**src/rtl/maxpool3d_window_addr_gen.sv**
```systemverilog
// Window address generator for the 3D max-pooling stage.
// Walks every full K x K x K window of a D x H x W volume stored linearly
// (index = d*H*W + h*W + w). It emits one address per element, with
// first/last-of-window markers, over a valid/ready stream.
//
// state    | meaning
// ---------+--------------------------------------------------------------
// ST_IDLE  | waiting for start, all outputs low
// ST_RUN   | presenting addresses; counters step on each handshake
// ST_DONE  | one-cycle done pulse after the final handshake
module maxpool3d_window_addr_gen #(
    parameter int D      = 4,
    parameter int H      = 4,
    parameter int W      = 4,
    parameter int K      = 2,
    parameter int S      = 2,
    parameter int ADDR_W = 16
) (
    input  logic              clk,
    input  logic              rst,
    input  logic              start,
    output logic              busy,
    output logic              done,
    output logic              addr_valid,
    input  logic              addr_ready,
    output logic [ADDR_W-1:0] addr,
    output logic              win_first,
    output logic              win_last
);

    localparam int OD = (D - K) / S + 1;
    localparam int OH = (H - K) / S + 1;
    localparam int OW = (W - K) / S + 1;

    typedef enum logic [1:0] {
        ST_IDLE = 2'd0,
        ST_RUN  = 2'd1,
        ST_DONE = 2'd2
    } state_t;

    state_t r_state;
    state_t w_state_nxt;

    logic [ADDR_W-1:0] r_od, r_oh, r_ow, r_kd, r_kh, r_kw;
    logic [ADDR_W-1:0] w_od_nxt, w_oh_nxt, w_ow_nxt, w_kd_nxt, w_kh_nxt, w_kw_nxt;
    logic [ADDR_W-1:0] r_addr;
    logic [ADDR_W-1:0] w_addr_nxt;
    logic              r_win_first, r_win_last;
    logic              w_first_nxt, w_last_nxt;
    logic              w_hs;
    logic              w_kw_wrap, w_kh_wrap, w_kd_wrap, w_ow_wrap, w_oh_wrap, w_final;

    assign w_hs      = (r_state == ST_RUN) && addr_ready;

    // Carry chain: each wrap term means "this counter and all inner ones are at max".
    assign w_kw_wrap = (r_kw == ADDR_W'(K - 1));
    assign w_kh_wrap = w_kw_wrap && (r_kh == ADDR_W'(K - 1));
    assign w_kd_wrap = w_kh_wrap && (r_kd == ADDR_W'(K - 1));
    assign w_ow_wrap = w_kd_wrap && (r_ow == ADDR_W'(OW - 1));
    assign w_oh_wrap = w_ow_wrap && (r_oh == ADDR_W'(OH - 1));
    assign w_final   = w_oh_wrap && (r_od == ADDR_W'(OD - 1));

    // Next counter values for the element after the current one.
    always_comb begin
        w_kw_nxt = w_kw_wrap ? '0 : r_kw + ADDR_W'(1);
        w_kh_nxt = r_kh;
        w_kd_nxt = r_kd;
        w_ow_nxt = r_ow;
        w_oh_nxt = r_oh;
        w_od_nxt = r_od;
        if (w_kw_wrap) w_kh_nxt = w_kh_wrap ? '0 : r_kh + ADDR_W'(1);
        if (w_kh_wrap) w_kd_nxt = w_kd_wrap ? '0 : r_kd + ADDR_W'(1);
        if (w_kd_wrap) w_ow_nxt = w_ow_wrap ? '0 : r_ow + ADDR_W'(1);
        if (w_ow_wrap) w_oh_nxt = w_oh_wrap ? '0 : r_oh + ADDR_W'(1);
        if (w_oh_wrap) w_od_nxt = w_final   ? '0 : r_od + ADDR_W'(1);
    end

    // Address and markers of the next element, registered on the handshake.
    assign w_addr_nxt  = ADDR_W'((w_od_nxt * ADDR_W'(S) + w_kd_nxt) * ADDR_W'(H * W)
                               + (w_oh_nxt * ADDR_W'(S) + w_kh_nxt) * ADDR_W'(W)
                               +  w_ow_nxt * ADDR_W'(S) + w_kw_nxt);
    assign w_first_nxt = (w_kd_nxt == '0) && (w_kh_nxt == '0) && (w_kw_nxt == '0);
    assign w_last_nxt  = (w_kd_nxt == ADDR_W'(K - 1)) && (w_kh_nxt == ADDR_W'(K - 1))
                       && (w_kw_nxt == ADDR_W'(K - 1));

    // State register.
    always_ff @(posedge clk) begin
        if (rst) r_state <= ST_IDLE;
        else     r_state <= w_state_nxt;
    end

    // Next-state logic; start outside IDLE is dropped, not queued.
    always_comb begin
        w_state_nxt = r_state;
        case (r_state)
            ST_IDLE: if (start) w_state_nxt = ST_RUN;
            ST_RUN:  if (w_hs && w_final) w_state_nxt = ST_DONE;
            ST_DONE: w_state_nxt = ST_IDLE;
            default: w_state_nxt = ST_IDLE;
        endcase
    end

    // Counters and registered address; outputs are cleared outside a pass.
    always_ff @(posedge clk) begin
        if (rst) begin
            {r_od, r_oh, r_ow, r_kd, r_kh, r_kw} <= '0;
            r_addr      <= '0;
            r_win_first <= 1'b0;
            r_win_last  <= 1'b0;
        end else if (r_state == ST_IDLE && start) begin
            {r_od, r_oh, r_ow, r_kd, r_kh, r_kw} <= '0;
            r_addr      <= '0;
            r_win_first <= 1'b1;
            r_win_last  <= (K == 1);
        end else if (w_hs) begin
            r_od <= w_od_nxt;
            r_oh <= w_oh_nxt;
            r_ow <= w_ow_nxt;
            r_kd <= w_kd_nxt;
            r_kh <= w_kh_nxt;
            r_kw <= w_kw_nxt;
            if (w_final) begin
                r_addr      <= '0;
                r_win_first <= 1'b0;
                r_win_last  <= 1'b0;
            end else begin
                r_addr      <= w_addr_nxt;
                r_win_first <= w_first_nxt;
                r_win_last  <= w_last_nxt;
            end
        end
    end

    assign addr_valid = (r_state == ST_RUN);
    assign busy       = (r_state == ST_RUN);
    assign done       = (r_state == ST_DONE);
    assign addr       = r_addr;
    assign win_first  = r_win_first;
    assign win_last   = r_win_last;

endmodule
```
**config.mk**
```make
export PLATFORM = sky130hd
export DESIGN_NAME = maxpool3d_window_addr_gen
export DESIGN_NICKNAME = d
export VERILOG_FILES = /design/src/rtl/maxpool3d_window_addr_gen.sv
export SDC_FILE = /design/constraint.sdc
export NUM_CORES = 1
export LEC_CHECK = 0
export CORE_MARGIN = 5
export CORE_UTILIZATION = 63
export DETAILED_ROUTE_END_ITERATION = 8
export PLACE_DENSITY = 0.81
export SLEW_MARGIN = 20
export SYNTH_ARGS = -nofsm -noshare
export SYNTH_HDL_FRONTEND = slang
export SYNTH_SLANG_ARGS = --single-unit
```
**constraint.sdc**
```tcl
create_clock -name clk -period 7.7 [get_ports clk]
set_input_delay 1.925 -clock clk [delete_from_list [all_inputs] [get_ports clk]]
set_output_delay 1.925 -clock clk [all_outputs]
set_load 0.05 [all_outputs]
```
==> impl_results.md <==
* Worst setup EP type: flip-flop
* Die X-Extent at about 130 um
* # diodes at 0
* # port buffers at 24
* Largest net degree at the start of global routing at between 70 and 80
* Slew Limit Fails at 0
* Row count at 44
* Most common cell after layout, fill and taps aside: nor2_1
* Static Leak at 0.00382 uW
* WL per Instance at about 18 um
* Sw Ratio at a little under a quarter
* Internal Pwr Total at about 1200 uW
* First-pass GRT wire length at approximately 40000 um
* Max Cap Viol at 0
* Synth Cell Area at about 0.009 sq mm
* Unrepaired setup endpoints after global routing: no
* Vias in the first global route at a little under 8000
* Layout cells sized above 1 at under 10%
* CORE AREA at 0.0144 sq mm
* Post-layout util at 69.4%
* Final setup viols at 0
* Yosys Warn Count at 0
* Clock skew at 13.5 ps
* Initial core utilization at approximately 64%
* Residual DRC at 0
* Fmax achieved at 139 MHz
* Clock Sink Count at between 100 and 150
* Initial antenna violation count at 0
* Status: complete, no violations
* Resize count post-CTS at 0
* DR iter-0 viols at ~960
* Worst vdd ir at 0.164 mV
* Grt ovf at 0
* Reg power frac at between 30 and 40%
* CP max FO at 8
* Mapped Nets at ~1300
* CP arrival at 7550 ps
* Longest Clk Path Bufs at 2
* Final hold viol count at 0
* TNS Setup at 0 ps
* Die area at 0.0171 sq mm
* Pwr dens at between 150 and 200 mW/mm^2
* All-layer global routing usage at between 20% and 30%
* CP Data Required Time at approximately 8100 ps
* Drt pass-1 iters at 5
* Gate power share at between 5 and 6%
* Clk Latency, worst-skew pair at 430 ps
* CTS tree: built
* Asr flop ratio synth at 0%
* Clock H-tree levels at 4
* Tightest Hold Check Type: reg -> reg
* Ratio of final minimum period to clock period at between 90% and 100%
* Relative slew slack at 31.6%
* FF+latch count, synth at about 120
* Clk network pwr share at between 50 and 60%
* Final ANT Viol Nets at 0
* Cells after synthesis at between 1000 and 1500
* Sw power at 357 uW
* Nets at approximately 1200
* Worst setup SP type: flip-flop
* Placed wire-length estimate at about 18000 um
* Syn_area_per_cell at between 7 and 8 sq um
* Worst-margin pin slew at 1020 ps
* Die Height at roughly 130 um
* Critical path class: reg -> reg
* DR vias/cell at between 6 and 7
* Seq/Total Area, Yosys at 25.2%
* Root Buffer: clkbuf_16
* EDFF count, synth at 0
* Minimum clock period at approximately 7200 ps
* Final Wtd Congestion at approximately 0.94
* Post-synth top flop: dfxtp_1
* Post-Route WL at approximately 25000 um
* Post-CTS Hold Fix Bufs at 0
* Num CTS Buffers at 17
* I/O pin total at 25
* Worst-path clk slew at 60 ps
* Vias at 8490
* Synthesis-to-finish area growth at 8.76%
* Total setup buffers inserted after CTS at 0
* Distinct cells, synth at between 70 and 80
* Most frequent cells in the layout: nor2_1, dfxtp_1, nand2_1
-- final timing paths --
kind / from / end / slack [ps] / cells after the start
max: r_kh[0]$_SDFFE_PP0P_ / addr[15]$_SDFFE_PP0P_ / 510 / 27
min: addr[7]$_SDFFE_PP0P_ / addr[7]$_SDFFE_PP0P_ / 450 / 2
max reg2reg: r_kh[0]$_SDFFE_PP0P_ / addr[15]$_SDFFE_PP0P_ / 510 / 27
min reg2reg: addr[7]$_SDFFE_PP0P_ / addr[7]$_SDFFE_PP0P_ / 450 / 2
-- critical path, stage by stage, from the launching register on --
cell      delay [ps]
dfxtp_1          460
ha_1             220
nor3b_1          170
and4_1           400
nand3_1          290
or3_1            530
or2_2            350
o21ai_0          180
ha_1             210
inv_1             60
fa_1             390
nand2b_1         180
inv_1             50
nand2_1           50
o211ai_1         340
o31ai_1          140
xor2_1           200
fa_1             480
fa_1             560
inv_1             40
ha_1             350
nand3_1          100
nand2_1           50
a41o_1           220
o41ai_1          390
xnor2_1          170
xnor3_1          390
o21ai_1          130
-- sequential cells by signal (all words and copies together), names as in the netlist, 2 cells and up --
register	flops
addr	16
r_oh	16
r_od	16
r_kh	16
r_kd	16
r_kw	16
r_ow	16
r_state	2
-- metrics by stage --
step / hold WS [ps] / power [uW] / worst slack, ps / instance area (sq um) / instances
6_report: 450 / 1540 / 505 / 10000 / 1349
5_1_grt: 485 / 1580 / 125 / 10000 / 1349
4_1_cts: 453 / 1540 / 614 / 10000 / 1349
3_5_place_dp: 446 / 701 / 654 / 9400 / 1317
3_3_place_gp: 440 / 699 / 905 / 9400 / 1317
2_1_floorplan: 440 / 676 / 1290 / 9210 / 1175
-- synthesized netlist by cell type (5+ instances only) --
master    instances  area [sq um]
a211oi_1          6          45.0
a21o_1            8          60.1
a21oi_1          65           325
a22oi_1           9          67.6
and2_1           10          62.6
and3_1           18           113
and4_1           11          96.3
buf_2            19          95.1
buf_4             7          52.6
clkbuf_1         40           150
dfxtp_1         116          2320
fa_1             27           541
ha_1             48           601
inv_1            62           233
mux2i_1           5          50.1
nand2_1          97           364
nand2b_1         13          81.3
nand3_1          49           245
nand4_1          29           181
nor2_1          152           571
nor2b_1           5          31.3
nor3_1           41           205
nor4_1           20           125
nor4b_1           5          43.8
o21ai_0          49           245
or2_2             5          31.3
or3_1            29           181
xnor2_1          80           701
xor2_1           70           613
-- routing by layer --
metal / share of wire [%] / wire length [um] / GRT usage [%]
met1: 43 / 10700 / 39.2
met2: 46 / 11500 / 48.7
met3: 6.7 / 1650 / 5.57
met4: 3.7 / 924 / 11.7
met5: 0 / 0 / 0
-- power by group through the flow --
| stage | logic [uW] | clock network (uW) | registers, uW |
|---|---|---|---|
| 2_1_floorplan | 52.0 | 0 | 624 |
| 3_3_place_gp | 77.3 | 0 | 622 |
| 3_5_place_dp | 78.7 | 0 | 622 |
| 4_1_cts | 79.6 | 851 | 609 |
| 5_1_grt | 87.0 | 883 | 610 |
| 6_report | 80.8 | 850 | 609 |
-- cell families (layout without fill, tap and decap cells) --
kind of cell / Yosys count / in the layout / share of synthesized area, %
adders and majority gates: 76 / 76 / 12.5
DFF: 116 / 116 / 25.2
AOI/OAI and AO/OA: 175 / 175 / 11.4
and+or+nand+nor: 515 / 515 / 29.0
buffers and inverters: 134 / 124 / 6.33
xor gates and xnor gates: 152 / 152 / 14.7
muxes: 7 / 7 / 0.788
-- layout make-up --
type / count / area, sq um
multi-input combinational: 925 / 6330
fill: 1222 / 4410
sequential: 116 / 2320
clock buffer: 23 / 468
timing repair buffer: 30 / 285
inverter: 62 / 233
tap: 184 / 230
clock inverter: 9 / 151
Power figures use the tool's default switching activity.
